--- config.mk ---
export PLATFORM = sky130hd
export DESIGN_NAME = amp_envelope
export DESIGN_NICKNAME = d
export VERILOG_FILES = /design/src/rtl/amp_pkg.sv /design/src/rtl/gain_ramp.sv /design/src/rtl/amp_envelope.sv
export SDC_FILE = /design/constraint.sdc
export NUM_CORES = 1
export LEC_CHECK = 0
export CAP_MARGIN = 10
export CORE_ASPECT_RATIO = 0.7
export CORE_MARGIN = 1.5
export CORE_UTILIZATION = 23
export CTS_BUF_LIST = sky130_fd_sc_hd__clkbuf_4
export DETAILED_ROUTE_END_ITERATION = 16
export PLACE_DENSITY_LB_ADDON = 0.15
export RECOVER_POWER = 50
export SYNTH_ARGS = -nofsm -noshare
export SYNTH_HDL_FRONTEND = slang
export SYNTH_SLANG_ARGS = --single-unit
--- constraint.sdc ---
create_clock -name clk -period 6 [get_ports clk]
set_input_delay 0.6 -clock clk [delete_from_list [all_inputs] [get_ports clk]]
set_output_delay 0.6 -clock clk [all_outputs]
set_load 0.02 [all_outputs]
--- src/rtl/amp_pkg.sv ---
// rtl/amp_pkg.sv - shared types and constants for the amplitude envelope
package amp_pkg;

  typedef enum logic [1:0] {
    HOLD = 2'd0,
    UP   = 2'd1,
    DOWN = 2'd2
  } ramp_state_t;

  localparam int MAX_LEVEL = 8;
  localparam int GAIN_W    = 8;
  localparam int SAMPLE_W  = 12;
  localparam int PROD_W    = 21;

  localparam int DEF_TICK_DIV     = 40000;
  localparam int DEF_ATTACK_STEP  = 8;
  localparam int DEF_RELEASE_STEP = 2;
  localparam int DEF_LEVEL_SCALE  = 31;

endpackage

--- src/rtl/gain_ramp.sv ---
// rtl/gain_ramp.sv - intensity conditioning and attack/release gain ramp
module gain_ramp
  import amp_pkg::*;
#(
  parameter int TICK_DIV     = DEF_TICK_DIV,
  parameter int ATTACK_STEP  = DEF_ATTACK_STEP,
  parameter int RELEASE_STEP = DEF_RELEASE_STEP,
  parameter int LEVEL_SCALE  = DEF_LEVEL_SCALE
) (
  input  logic              clk,
  input  logic              reset,
  input  logic [3:0]        intensity,
  output logic [GAIN_W-1:0] gain
);

  localparam int CNT_W = (TICK_DIV > 1) ? $clog2(TICK_DIV) : 1;
  localparam logic [GAIN_W-1:0] ATK = GAIN_W'(ATTACK_STEP);
  localparam logic [GAIN_W-1:0] REL = GAIN_W'(RELEASE_STEP);

  logic [3:0]        sync1, sync2, sync_prev;
  logic [3:0]        level_clamped;
  logic [GAIN_W-1:0] target, gain_next;
  logic [CNT_W-1:0]  cnt;
  logic              tick;
  ramp_state_t       state, state_next;

  assign level_clamped = (sync2 > 4'(MAX_LEVEL)) ? 4'(MAX_LEVEL) : sync2;
  assign tick          = (cnt == CNT_W'(TICK_DIV - 1));

  // A level is only accepted once the synced value has been seen twice in a row
  always_ff @(posedge clk or negedge reset) begin
    if (!reset) begin
      sync1     <= '0;
      sync2     <= '0;
      sync_prev <= '0;
      target    <= '0;
    end else begin
      sync1     <= intensity;
      sync2     <= sync1;
      sync_prev <= sync2;
      if (sync2 == sync_prev)
        target <= GAIN_W'(32'(level_clamped) * LEVEL_SCALE);
    end
  end

  always_ff @(posedge clk or negedge reset) begin
    if (!reset) begin
      cnt   <= '0;
      state <= HOLD;
      gain  <= '0;
    end else begin
      cnt   <= tick ? '0 : cnt + 1'b1;
      state <= state_next;
      gain  <= gain_next;
    end
  end

  // Direction follows the current gain every cycle; steps are guarded so a
  // reversal can never push the gain past the target.
  always_comb begin
    state_next = HOLD;
    gain_next  = gain;
    if (target > gain)
      state_next = UP;
    else if (target < gain)
      state_next = DOWN;
    case (state)
      UP: begin
        if (tick && (target > gain))
          gain_next = ((target - gain) > ATK) ? gain + ATK : target;
      end
      DOWN: begin
        if (tick && (target < gain))
          gain_next = ((gain - target) > REL) ? gain - REL : target;
      end
      default: ;
    endcase
  end

endmodule

--- src/rtl/amp_envelope.sv ---
// rtl/amp_envelope.sv - ramped gain applied to the audio sample stream
module amp_envelope
  import amp_pkg::*;
#(
  parameter int TICK_DIV     = DEF_TICK_DIV,
  parameter int ATTACK_STEP  = DEF_ATTACK_STEP,
  parameter int RELEASE_STEP = DEF_RELEASE_STEP,
  parameter int LEVEL_SCALE  = DEF_LEVEL_SCALE
) (
  input  logic                clk,
  input  logic                reset,
  input  logic [3:0]          intensity,
  input  logic                in_valid,
  input  logic [SAMPLE_W-1:0] in_sample,
  output logic                out_valid,
  output logic [SAMPLE_W-1:0] out_sample,
  output logic [GAIN_W-1:0]   gain,
  output logic                muted
);

  logic                       s1_valid;
  logic [SAMPLE_W-1:0]        s1_sample;
  logic [GAIN_W-1:0]          s1_gain;
  logic signed [PROD_W-1:0]   product;

  gain_ramp #(
    .TICK_DIV     (TICK_DIV),
    .ATTACK_STEP  (ATTACK_STEP),
    .RELEASE_STEP (RELEASE_STEP),
    .LEVEL_SCALE  (LEVEL_SCALE)
  ) u_gain_ramp (
    .clk       (clk),
    .reset     (reset),
    .intensity (intensity),
    .gain      (gain)
  );

  assign muted = (gain == '0);

  // Gain is zero-extended so the multiply stays signed; gain < 1.0 means the
  // shifted product always fits back into the sample width.
  assign product = $signed(s1_sample) * $signed({1'b0, s1_gain});

  always_ff @(posedge clk or negedge reset) begin
    if (!reset) begin
      s1_valid   <= 1'b0;
      s1_sample  <= '0;
      s1_gain    <= '0;
      out_valid  <= 1'b0;
      out_sample <= '0;
    end else begin
      s1_valid  <= in_valid;
      s1_sample <= in_sample;
      s1_gain   <= gain;
      out_valid <= s1_valid;
      if (s1_valid)
        out_sample <= SAMPLE_W'(product >>> 8);
    end
  end

endmodule

==> results of run 1 <==
## layout make-up
| type | count | area [um^2] | area share, % |
|---|---|---|---|
| Antenna cell | 1 | 2.50 | 0.0300 |
| Clock buffer | 10 | 75.1 | 0.899 |
| Clock inverter | 5 | 57.6 | 0.689 |
| Inverter | 129 | 489 | 5.86 |
| Multi-Input combinational cell | 517 | 4780 | 57.3 |
| Sequential cell | 80 | 2000 | 24.0 |
| Tap cell | 420 | 526 | 6.29 |
| Timing Repair Buffer | 43 | 413 | 4.95 |
## metrics by stage
| stage | util, % | hold slack (ns) | cells | area [um^2] |
|---|---|---|---|---|
| 2_1_floorplan | - | 0.304 | 744 | 7360 |
| 3_3_place_gp | 26.3 | 0.336 | 1189 | 8220 |
| 3_5_place_dp | 26.3 | 0.336 | 1189 | 8220 |
| 4_1_cts | 26.7 | 0.0321 | 1204 | 8350 |
| 5_1_grt | 26.7 | 0.370 | 1205 | 8350 |
| 6_report | 26.7 | 0.360 | 1205 | 8350 |
## flip-flops by register name (all words and copies together), names as in the netlist, 4 cells and up
register,flops
u_gain_ramp.gain,8
out_sample,12
s1_sample,12
u_gain_ramp.sync1,4
u_gain_ramp.target,8
u_gain_ramp.cnt,16
u_gain_ramp.sync2,4
s1_gain,8
u_gain_ramp.sync_prev,4
## worst max-delay path by stage
stage / start / cells past startpoint / end / slack (ns)
global placement: s1_gain[2] / 17 / out_sample[9] / 0.75
finish: s1_gain[2] / 17 / out_sample[9] / 0.69
floorplan: s1_gain[1] / 17 / out_sample[9] / 1.12
CTS: s1_gain[2] / 17 / out_sample[9] / 0.67
global route: s1_gain[2] / 17 / out_sample[9] / 0.32
detailed placement: s1_gain[2] / 17 / out_sample[9] / 0.69
## metal layers
layer / part of all wire [%] / wire, um
met5: 0 / 0
met4: 0.88 / 161
met3: 3.4 / 614
met2: 39 / 7110
met1: 57 / 10300
## kinds of logic after synthesis
logic type | count (synthesis) | synth area share (%)
flops | 80 | 27.2
buf+inv | 147 | 7.84
simple gates | 216 | 14.9
xor+xnor | 50 | 5.95
compound gates | 89 | 8.61
mux | 15 | 2.23
fa+ha+maj | 147 | 33.3
## placed cells by master, fill, tap and decap left out, types with 3 or more instances in the layout
master	Yosys	routed
mux2_2	11	11
fa_1	81	81
xnor2_1	30	30
and2_1	54	54
a21oi_1	23	23
o221ai_1	3	3
xor2_1	20	20
nor2_1	33	33
o21ai_0	14	14
dlygate4sd3_1	0	17
nor2b_1	7	7
mux2i_1	4	4
clkdlybuf4s50_1	0	22
nand4_1	5	5
nand2_1	70	70
a21o_1	8	8
clkbuf_4	0	10
o211ai_1	4	4
ha_1	66	66
inv_1	127	127
o21a_1	3	3
and3_1	4	4
a221oi_1	3	3
a31oi_1	9	9
nor3_1	9	9
nand3_1	14	14
dfrtp_1	80	80
## worst max-delay path, cell delays in order, from the launching register on
cell and delay [ns]:
dfrtp_1 0.62, nand2_1 0.14, fa_1 0.54, inv_1 0.05, fa_1 0.50, inv_1 0.05, fa_1 0.47, inv_1 0.05
fa_1 0.47, ha_1 0.30, o21a_1 0.12, or2_0 0.19, a31oi_1 0.32, o21ai_1 0.30, a221o_1 0.45, a21o_1 0.22
xor2_1 0.14, mux2_2 0.26
==> results.txt, run 1 <==
The run gives 5156 as the number of global-route vias before repair. The count of filler cells inserted in the layout was 3328. The critical path is of the reg -> reg type. Routability-driven placement finished with a final weighted congestion of 0.787. In this run the vertical extent of the chip is 153 um. The net total in the final layout is 946, and the remaining global-route overflow is 0.

The via density per instance was 4.16. Synthesis inferred 80 register bits. The residual DRC count was 0; the length in cells of the worst reg-to-reg path was 17. TritonCTS built the clock tree. Global-route wire length before repair: 30200 um. Cell at the root of the clock tree: clkbuf_4.

The synthesized netlist occupies a cell area of 0.00736 mm^2. The synthesis-to-layout area growth was 13.5%; the post-route minimum period was 5.31 ns. Number of routed nets with antenna violations: 0.

Setup repair after global routing left no endpoint under its margin. Summed over all nets, the half-perimeter wirelength after detailed placement is 14400 um. The setup slack after layout was 0.691 ns; the slew at the pin with the worst max-slew slack was 2.79 ns. STA classifies the critical path endpoint as a flop. The commonest cells after synthesis are 127 x inv_1, 81 x fa_1, 80 x dfrtp_1. The run gives 11.9% as the overall track demand over capacity in global routing. The number of max-slew violations in the final report came out at 83.

The count of different cell masters after synthesis was 61. The checks that failed: max-capacitance violations, max-slew violations. Reg-to-reg startpoint: s1_gain[2]. The worst hold path was traced through 0 stages. For the die outline area, the log shows 0.0331 mm^2. The worst reg-to-reg setup slack was 0.69 ns; the total core area was 0.0313 mm^2. The part of the cycle the worst path needs came out at 88.5%.

Yosys printed 0 warnings. Sequential elements use 27.2% of the synthesized area. Counting every net in the synthesized netlist gives 910. Counting flops with a built-in enable in the synthesized netlist gives 0. In the final layout, the share of cells above drive strength 1 is 5.10%. The number of placement rows was 54. Clock-pin slew was measured on the worst setup and hold paths at 0.15 ns.

The cell count after synthesis came out at 744. The tools report the total negative slack as 0 ns. The logs give 9 for the number of buffers created by CTS and 0 for the final setup violation count.

The tools report the total number of vias as 5012. CTS built an H-tree with a depth of 3. The run gives 0 as the count of hold-fix buffers inserted at cts. The die outline width came out at 217 um. The count of input and output buffers is 40. The run finished, with violations left. Highest-utilization routing layer at the global route stage: met1.

For the worst-skew pair, the clock arrives at the later sink with an insertion delay of 0.48 ns. The run gives 6.38 ns as the data required time of the critical path. The run gives 5.69 ns as the arrival time reported for the critical path endpoint. The proportion of register bits with asynchronous set or reset after synthesis is 100%.

The met1 capacity usage during global routing was 19.5%; the routed wire length per instance was 15.1 um. The global routing met3 resource utilization was 2.59%. By instance count, the leading cell after synthesis is inv_1. For this run, global-route usage on met2 was measured as 15.5%.

For hold timing, the worst endpoint is u_gain_ramp.sync2[1]. The run gives 0 as the number of hold violations in the final report. By area the synthesized netlist is led by dfrtp_1 27%, fa_1 22%, ha_1 11%, inv_1 6.5%, and2_1 4.6%.

41 I/O pins were placed. Headroom to the max-slew limit came out at -85.9%. The capturing point of the worst reg2reg path is out_sample[9].

The tools report the start point of the worst hold path as u_gain_ramp.sync1[1]. The worst setup path is launched from a flop. Dividing the synthesized area by the synthesized cell count gives 9.89 um^2. The run gives 0.0234 ns as the maximum clock skew at final layout. Before antenna repair, the detailed router went through 5 iterations. The tightest min-delay check is of the reg -> reg type. The number of setup buffers added after CTS came out at 0. The share of the synthesized area in the top cell type came out at 27.2%.

The number of antenna violations at the first check in global routing was 1. The run gives 2 as the maximum root-to-sink buffer count. Of all nets on the critical path, the largest fanout is 12. In this run, the number of DRC markers left after iteration 0 of detailed routing was 380. The pin count of the biggest net entering global routing was 50; the minimum setup slack after placement was 0.694 ns. Number of max-cap violations: 2. The sum of routed wire length over all layers was 18200 um. For this design, the sink count on the clock tree is 80.

The run gives 0 as the count of instances resized after the clock tree is built. Most frequently used flop master after synthesis: dfrtp_1. For this configuration, the core starts out at a cell density of 23.5%. The synthesized design spends more area on one cell type than any other, namely dfrtp_1. Based on the critical path, the design can be clocked at up to 0.188 GHz.
Power of run 1 is left out: the tool's default activity adds up to more than one toggle a clock period on the data nets, which glitch-free logic cannot reach.
==> inputs of run 2 (changes only) <==
--- a/config.mk
+++ b/config.mk
@@ -11,6 +11,7 @@
 export CORE_UTILIZATION = 23
 export CTS_BUF_LIST = sky130_fd_sc_hd__clkbuf_4
 export DETAILED_ROUTE_END_ITERATION = 16
+export DONT_BUFFER_PORTS = 1
 export PLACE_DENSITY_LB_ADDON = 0.15
 export RECOVER_POWER = 50
 export SYNTH_ARGS = -nofsm -noshare
==> results.txt, run 2 (synthesis gave the netlist of run 1 again) <==
The family with the most delay on the worst path is adder cells (unchanged). The maximum root-to-sink buffer count was 2 (unchanged); the total negative slack was 0 ns (unchanged). The routed wire length per instance is 15.8 um (was 15.1 um). The maximum fanout count along the critical path was 12 (unchanged). The tools report the die outline area as 0.0331 mm^2 (unchanged).

Critical path startpoint: s1_gain[1] (was s1_gain[2]). The highest cell delay on the worst timing path is 0.63 ns (was 0.62 ns). For the final setup violation count, the log shows 0 (unchanged). The run gives 0.00200 mm^2 (unchanged) as the area taken by flip-flops and latches. The overall track demand over capacity in global routing is 12.0% (was 11.9%), and the number of antenna violations at the first check in global routing is 3 (was 1). The net total in the final layout came out at 910 (was 946).

Worst hold path class: in -> reg (was reg -> reg). Buffering stage count on the worst path with inverters included: 3 (unchanged). Start point of the worst hold path: in_sample[9] (was u_gain_ramp.sync1[1]). The global-route wire length before repair was 30200 um (about the same); the data required time of the critical path was 6.39 ns (was 6.38 ns). Most frequent cells in the layout: 127 x inv_1, 81 x fa_1, 80 x dfrtp_1, 70 x nand2_1, 66 x ha_1 (unchanged). Arrival time reported for the critical path endpoint: 5.68 ns (was 5.69 ns). Remaining global-route overflow: 0 (unchanged).

The via density per instance came out at 4.10 (was 4.16). The tools report the number of buffers created by CTS as 9 (unchanged). The flip-flop count of the largest register, all copies and words added came out at 16 (unchanged).

Startpoint kind of the worst setup timing path: a flop (unchanged). Part of the cycle the worst path needs: 88.2% (was 88.5%). The kind of critical path was reg -> reg (unchanged). Most common cell after layout, fill and taps aside: inv_1 (unchanged). The register with the highest flop count was u_gain_ramp.cnt (unchanged). The number of placement rows came out at 54 (unchanged). Registers with the most flip-flops: u_gain_ramp.cnt: 16 flops, out_sample: 12 flops, s1_sample: 12 flops (unchanged).

Pin count of the biggest net entering global routing: 81 (was 50). For the number of H-tree branching levels, the log shows 3 (unchanged). Global routing met3 resource utilization: 2.77% (was 2.59%). Number of violations reported at the end of detailed-routing iteration 0: 283 (was 380). The run finished, with violations left.

The run gives 15.3% (was 15.5%) as the met2 routing resource usage after global routing. The met1 capacity usage during global routing is 19.8% (was 19.5%). Share of layout cells above drive strength 1: 5.74% (was 5.10%). The number of setup buffers added after CTS was 0 (unchanged). The tools report the reg-to-reg startpoint as s1_gain[1] (was s1_gain[2]). The run gives 0.782 (was 0.787) as the final estimated routing congestion in global placement.

Slew at the pin with the worst max-slew slack: 4.19 ns (was 2.79 ns). The highest-utilization routing layer at the global route stage was met1 (unchanged). The die boundary height is 153 um (unchanged). The master of the slowest instance on the critical path is dfrtp_1 (unchanged). The number of routed nets with antenna violations was 0 (unchanged).

The count of input and output buffers is 0 (was 40), and the total core area is 0.0313 mm^2 (unchanged). For the count of clock tree sinks, the log shows 80 (unchanged). Crit path cell chain: nand2_1 -> fa_1 -> inv_1 -> fa_1 -> inv_1 -> fa_1 -> inv_1 -> fa_1 -> ha_1 -> o21a_1 -> or2_0 -> a31oi_1 -> o21ai_1 -> a221o_1 -> a21o_1 -> xor2_1 -> mux2_2 (unchanged).

Number of top-level design ports: 41 (unchanged). TritonCTS built the clock tree. The tools report the total number of vias as 4793 (was 5012). The maximum clock skew at final layout is 0.0255 ns (was 0.0234 ns), and the clock transition at the register clock pins on the worst setup and hold paths after CTS is 0.18 ns (was 0.15 ns).

Area of the multi-input gates: 0.00478 mm^2 (unchanged). The tools report the number of max-slew violations in the final report as 81 (was 83). Worst slew slack as a fraction of its limit: -179% (was -85.9%).

The die outline width works out to 217 um (unchanged). The residual DRC count is 0 (unchanged). The number of hold violations in the final report was 0 (unchanged). The cell at the root of the clock tree is clkbuf_4 (unchanged).

The logs give 5065 (was 5156) for the number of global-route vias before repair and 23.5% (unchanged) for the effective utilization at floorplan. The post-route minimum period is 5.29 ns (was 5.31 ns), and the number of max-cap violations is 1 (was 2). The synthesis-to-layout area growth came out at 8.86% (was 13.5%). For the count of filler cells inserted in the layout, the log shows 3363 (was 3328).

The run gives 14500 um (was 14400 um) as the estimated wirelength of the detail-placed design. The cell with the most instances on the worst path is fa_1 (unchanged). Insertion delay to the later sink of the worst-skew pair: 0.49 ns (was 0.48 ns). The detailed-router iteration count before antenna repair was 6 (was 5); the achievable frequency was 0.189 GHz (was 0.188 GHz). Setup repair after global routing left no endpoint under its margin. The sort of element at the end of the critical path is a flop (unchanged). Violations in the final reports: max-capacitance violations, max-slew violations (unchanged). The run gives 18500 um (was 18200 um) as the sum of routed wire length over all layers.
run 2: cell count changes in the layout (fill, tap and decap cells not counted):
cell             previous run  this run
clkdlybuf4s50_1            22         0
dlygate4sd3_1              17         1
inv_8                       0         3
buf_4                       2         3
clkbuf_4                   10         9
clkdlybuf4s25_1             0         1
clkinv_1                    1         0
clkinv_4                    1         2
inv_6                       1         0
run 2: metrics by stage:
stage | hold WS (ns) | area, um^2 | utilization (%) | instances | worst slack (ns)
5_1_grt | 0.0271 | 8010 | 25.6 | 1170 | 0.367
3_5_place_dp | 0.307 | 7840 | 25.1 | 1151 | 0.664
3_3_place_gp | 0.307 | 7840 | 25.1 | 1151 | 0.809
4_1_cts | 0.0343 | 8030 | 25.7 | 1169 | 0.638
6_report | 0.101 | 8010 | 25.6 | 1170 | 0.708
2_1_floorplan | 0.304 | 7360 | - | 744 | 1.12
run 2: final cells by class:
class                   count  area share [%]
diodes                      1          0.0313
clock buffers               9           0.844
clock inverters             7            1.09
inverters                 129            6.11
multi-input cells         517            59.7
flip-flops and latches     80            25.0
well taps                 420            6.56
repair buffers              7           0.625
run 2: timing repair:
| item | CTS | global route |
|---|---|---|
| endpoints found under the hold margin | 80 | 0 |
| hold buffers | 2 | 0 |
| gates resized for setup | 0 | 0 |
run 2: routing by layer:
layer,vias up,wire length (um)
met5,-,0
met4,0,165
met3,10,783
met2,59,6960
met1,2344,10600
li1,2380,-
run 2: path summary, 6_finish.rpt:
| kind | end | slack (ns) | depth (start not counted) |
|---|---|---|---|
| min in group asynchronous | out_sample[2] | 2.30 | 2 |
| worst max register to register | out_sample[9] | 0.71 | 17 |
| worst min register to register | u_gain_ramp.sync2[0] | 0.37 | 0 |
| worst min-delay path | s1_sample[9] | 0.10 | 0 |
| worst max-delay path | out_sample[9] | 0.71 | 17 |
| max in group asynchronous | u_gain_ramp.state[1] | 1.32 | 2 |
run 2: worst register-to-register path, stage by stage (launching register included):
cell     delay, ns
dfrtp_1       0.63
nand2_1       0.14
fa_1          0.52
inv_1         0.05
fa_1          0.51
inv_1         0.05
fa_1          0.47
inv_1         0.05
fa_1          0.47
ha_1          0.30
o21a_1        0.11
or2_0         0.19
a31oi_1       0.33
o21ai_1       0.30
a221o_1       0.45
a21o_1        0.22
xor2_1        0.14
mux2_2        0.26
Power of run 2 is left out for the same reason.
==> inputs of run 3 (changes only) <==
--- a/config.mk
+++ b/config.mk
@@ -5,11 +5,11 @@
 export SDC_FILE = /design/constraint.sdc
 export NUM_CORES = 1
 export LEC_CHECK = 0
+export ABC_CLOCK_PERIOD_IN_PS = 6000
 export CAP_MARGIN = 10
 export CORE_ASPECT_RATIO = 0.7
 export CORE_MARGIN = 1.5
-export CORE_UTILIZATION = 23
-export CTS_BUF_LIST = sky130_fd_sc_hd__clkbuf_4
+export CORE_UTILIZATION = 55
 export DETAILED_ROUTE_END_ITERATION = 16
 export DONT_BUFFER_PORTS = 1
 export PLACE_DENSITY_LB_ADDON = 0.15
==> results.txt, run 3 (synthesis gave the netlist of run 1 again) <==
The number of buffers created by CTS is 9 (unchanged). Detailed-router iteration count before antenna repair: 5 (was 6). The die outline width was 141 um (was 217 um); the insertion delay to the later sink of the worst-skew pair was 0.34 ns (was 0.49 ns). The total number of vias is 5122 (was 4793). The flip-flop count of the largest register, all copies and words added is 16 (unchanged), and the number of H-tree branching levels is 3 (unchanged). The maximum clock skew at final layout is 0.00762 ns (was 0.0255 ns), and the area taken by flip-flops and latches is 0.00200 mm^2 (unchanged). Slew at the pin with the worst max-slew slack: 4.36 ns (was 4.19 ns). The achievable frequency came out at 0.192 GHz (was 0.189 GHz). The kind of critical path is reg -> reg (unchanged). Worst reg-to-reg setup slack: 0.80 ns (was 0.71 ns). The run gives 0 ns (unchanged) as the total negative slack.

The post-route minimum period is 5.20 ns (was 5.29 ns). Capturing point of the worst reg2reg path: out_sample[9] (unchanged). For the number of routed nets with antenna violations, the log shows 0 (unchanged). Crit path cell chain: nand2_1 -> fa_1 -> inv_1 -> fa_1 -> inv_1 -> fa_1 -> inv_1 -> fa_1 -> ha_1 -> o21a_1 -> or2_0 -> a31oi_1 -> o21ai_1 -> a221o_1 -> a21o_1 -> xor2_1 -> mux2_2 (unchanged). The overall track demand over capacity in global routing was 24.7% (was 12.0%). The maximum fanout count along the critical path is 12 (unchanged), and the maximum root-to-sink buffer count is 2 (unchanged). The via density per instance works out to 5.62 (was 4.10).

The area of the multi-input gates was 0.00478 mm^2 (unchanged). For the number of cells after detailed placement, the log shows 893 (was 1151). Most common cell after layout, fill and taps aside: inv_1 (unchanged). The number of global-route vias before repair is 5330 (was 5065).

The run gives 1144 (was 3363) as the count of filler cells inserted in the layout. The number of violations reported at the end of detailed-routing iteration 0 was 303 (was 283); the highest cell delay on the worst timing path was 0.55 ns (was 0.63 ns). The run gives 6.23 ns (was 6.39 ns) as the data required time of the critical path. The tools report the remaining global-route overflow as 0 (unchanged).

The tools report the endpoint with the worst hold slack as s1_valid (was s1_sample[9]). The pin count of the biggest net entering global routing was 81 (unchanged). The sort of element at the end of the critical path is a flop (unchanged). The startpoint kind of the worst setup timing path was a flop (unchanged).

The reg-to-reg startpoint is s1_gain[2] (was s1_gain[1]). For the net total in the final layout, the log shows 906 (was 910). The total placed instance area was 0.00749 mm^2 (was 0.00784 mm^2); the arrival time reported for the critical path endpoint was 5.43 ns (was 5.68 ns).

The part of the cycle the worst path needs came out at 86.7% (was 88.2%). The die boundary height works out to 99.8 um (was 153 um). The worst slew slack as a fraction of its limit is -191% (was -179%), and the number of antenna violations at the first check in global routing is 1 (was 3). The sum of routed wire length over all layers is 15700 um (was 18500 um), and the share of layout cells above drive strength 1 is 5.64% (was 5.74%). The tools report the global-route wire length before repair as 27100 um (was 30200 um). The worst hold path cell count was 0 (unchanged). The run finished, with violations left.

The clock transition at the register clock pins on the worst setup and hold paths after CTS is 0.07 ns (was 0.18 ns). The cell at the root of the clock tree is clkbuf_16 (was clkbuf_4). The cell with the most instances on the worst path was fa_1 (unchanged). The final estimated routing congestion in global placement is 0.916 (was 0.782), and the routed wire length per instance is 17.2 um (was 15.8 um). The length in cells of the worst reg-to-reg path was 17 (unchanged). The family with the most delay on the worst path was adder cells (unchanged).

The die outline area is 0.0141 mm^2 (was 0.0331 mm^2). Most frequent cells in the layout: 127 x inv_1, 81 x fa_1, 80 x dfrtp_1, 70 x nand2_1, 66 x ha_1 (unchanged). Violations in the final reports: max-capacitance violations, max-slew violations (unchanged). Setup repair after global routing left no endpoint under its margin.

Total non-filler cell area in the finished layout: 0.00779 mm^2 (was 0.00801 mm^2). Worst hold path class: in -> reg (unchanged). The residual DRC count is 0 (unchanged). The tools report the number of placement rows as 35 (was 54).

TritonCTS built the clock tree. The number of top-level design ports is 41 (unchanged), and the number of hold violations in the final report is 0 (unchanged). The master of the slowest instance on the critical path is dfrtp_1 (unchanged).

The final-layout worst hold slack was 0.279 ns (was 0.101 ns); the number of max-slew violations in the final report was 81 (unchanged). Final cell count without fillers: 912 (was 1170). Registers with the most flip-flops: u_gain_ramp.cnt: 16 flops, out_sample: 12 flops, s1_sample: 12 flops (unchanged).

The critical path startpoint was s1_gain[2] (was s1_gain[1]). The effective utilization at floorplan was 56.2% (was 23.5%); the buffering stage count on the worst path with inverters included was 3 (unchanged). The count of input and output buffers is 0 (unchanged), and the count of instances resized after the clock tree is built is 0 (unchanged).

Register with the highest flop count: u_gain_ramp.cnt (unchanged). The tools report the count of clock tree sinks as 80 (unchanged). The number of max-cap violations was 1 (unchanged). The start point of the worst hold path was in_valid (was in_sample[9]). The estimated wirelength of the detail-placed design came out at 12300 um (was 14500 um). The final setup violation count was 0 (unchanged); the synthesis-to-layout area growth was 5.87% (was 8.86%). For the total core area, the log shows 0.0131 mm^2 (was 0.0313 mm^2).
## run 3: worst max path at each step
stage                          to  cells after the start
detailed placement  out_sample[9]                     17
global route        out_sample[9]                     17
CTS                 out_sample[9]                     17
floorplan           out_sample[9]                     17
global placement    out_sample[9]                     17
finish              out_sample[9]                     17
## run 3: worst reg2reg max path: cells and delay by family (launching register included)
kind | cells | cell delay, ns
adder cells (fa/ha/maj) | 5 | 2.30
AND/OR/NAND/NOR | 2 | 0.34
multiplexers | 1 | 0.26
flip-flops | 1 | 0.55
XOR/XNOR | 1 | 0.14
AO/OA/AOI/OAI | 5 | 1.33
buffers and inverters | 3 | 0.15
## run 3: final cells by class
class | count | share of cell area [%]
Multi-Input combinational cell | 517 | 61.4
Sequential cell | 80 | 25.7
Inverter | 129 | 6.28
Clock buffer | 10 | 3.07
Tap cell | 166 | 2.67
Clock inverter | 6 | 0.611
Timing Repair Buffer | 3 | 0.209
Antenna cell | 1 | 0.0321
## run 3: through the flow
stage / util (%) / setup slack (ns)
floorplan: - / 1.12
global route: 59.5 / 0.509
detailed placement: 57.2 / 0.795
global placement: 57.2 / 0.922
CTS: 59.6 / 0.770
finish: 59.5 / 0.798
## run 3: repair_timing
item / in CTS / in global routing
buffers inserted: 0 / 0
endpoints found under the hold margin: 80 / 0
hold buffers: 1 / 0
## run 3: per-layer routing
metal	part of all wire, %	GRT usage, %	vias up
met5	0.070	0	-
met4	1.0	4.57	2
met3	7.4	4.72	17
met2	42	36.6	157
met1	49	38.1	2565
li1	-	-	2381
Power of run 3 is left out for the same reason.
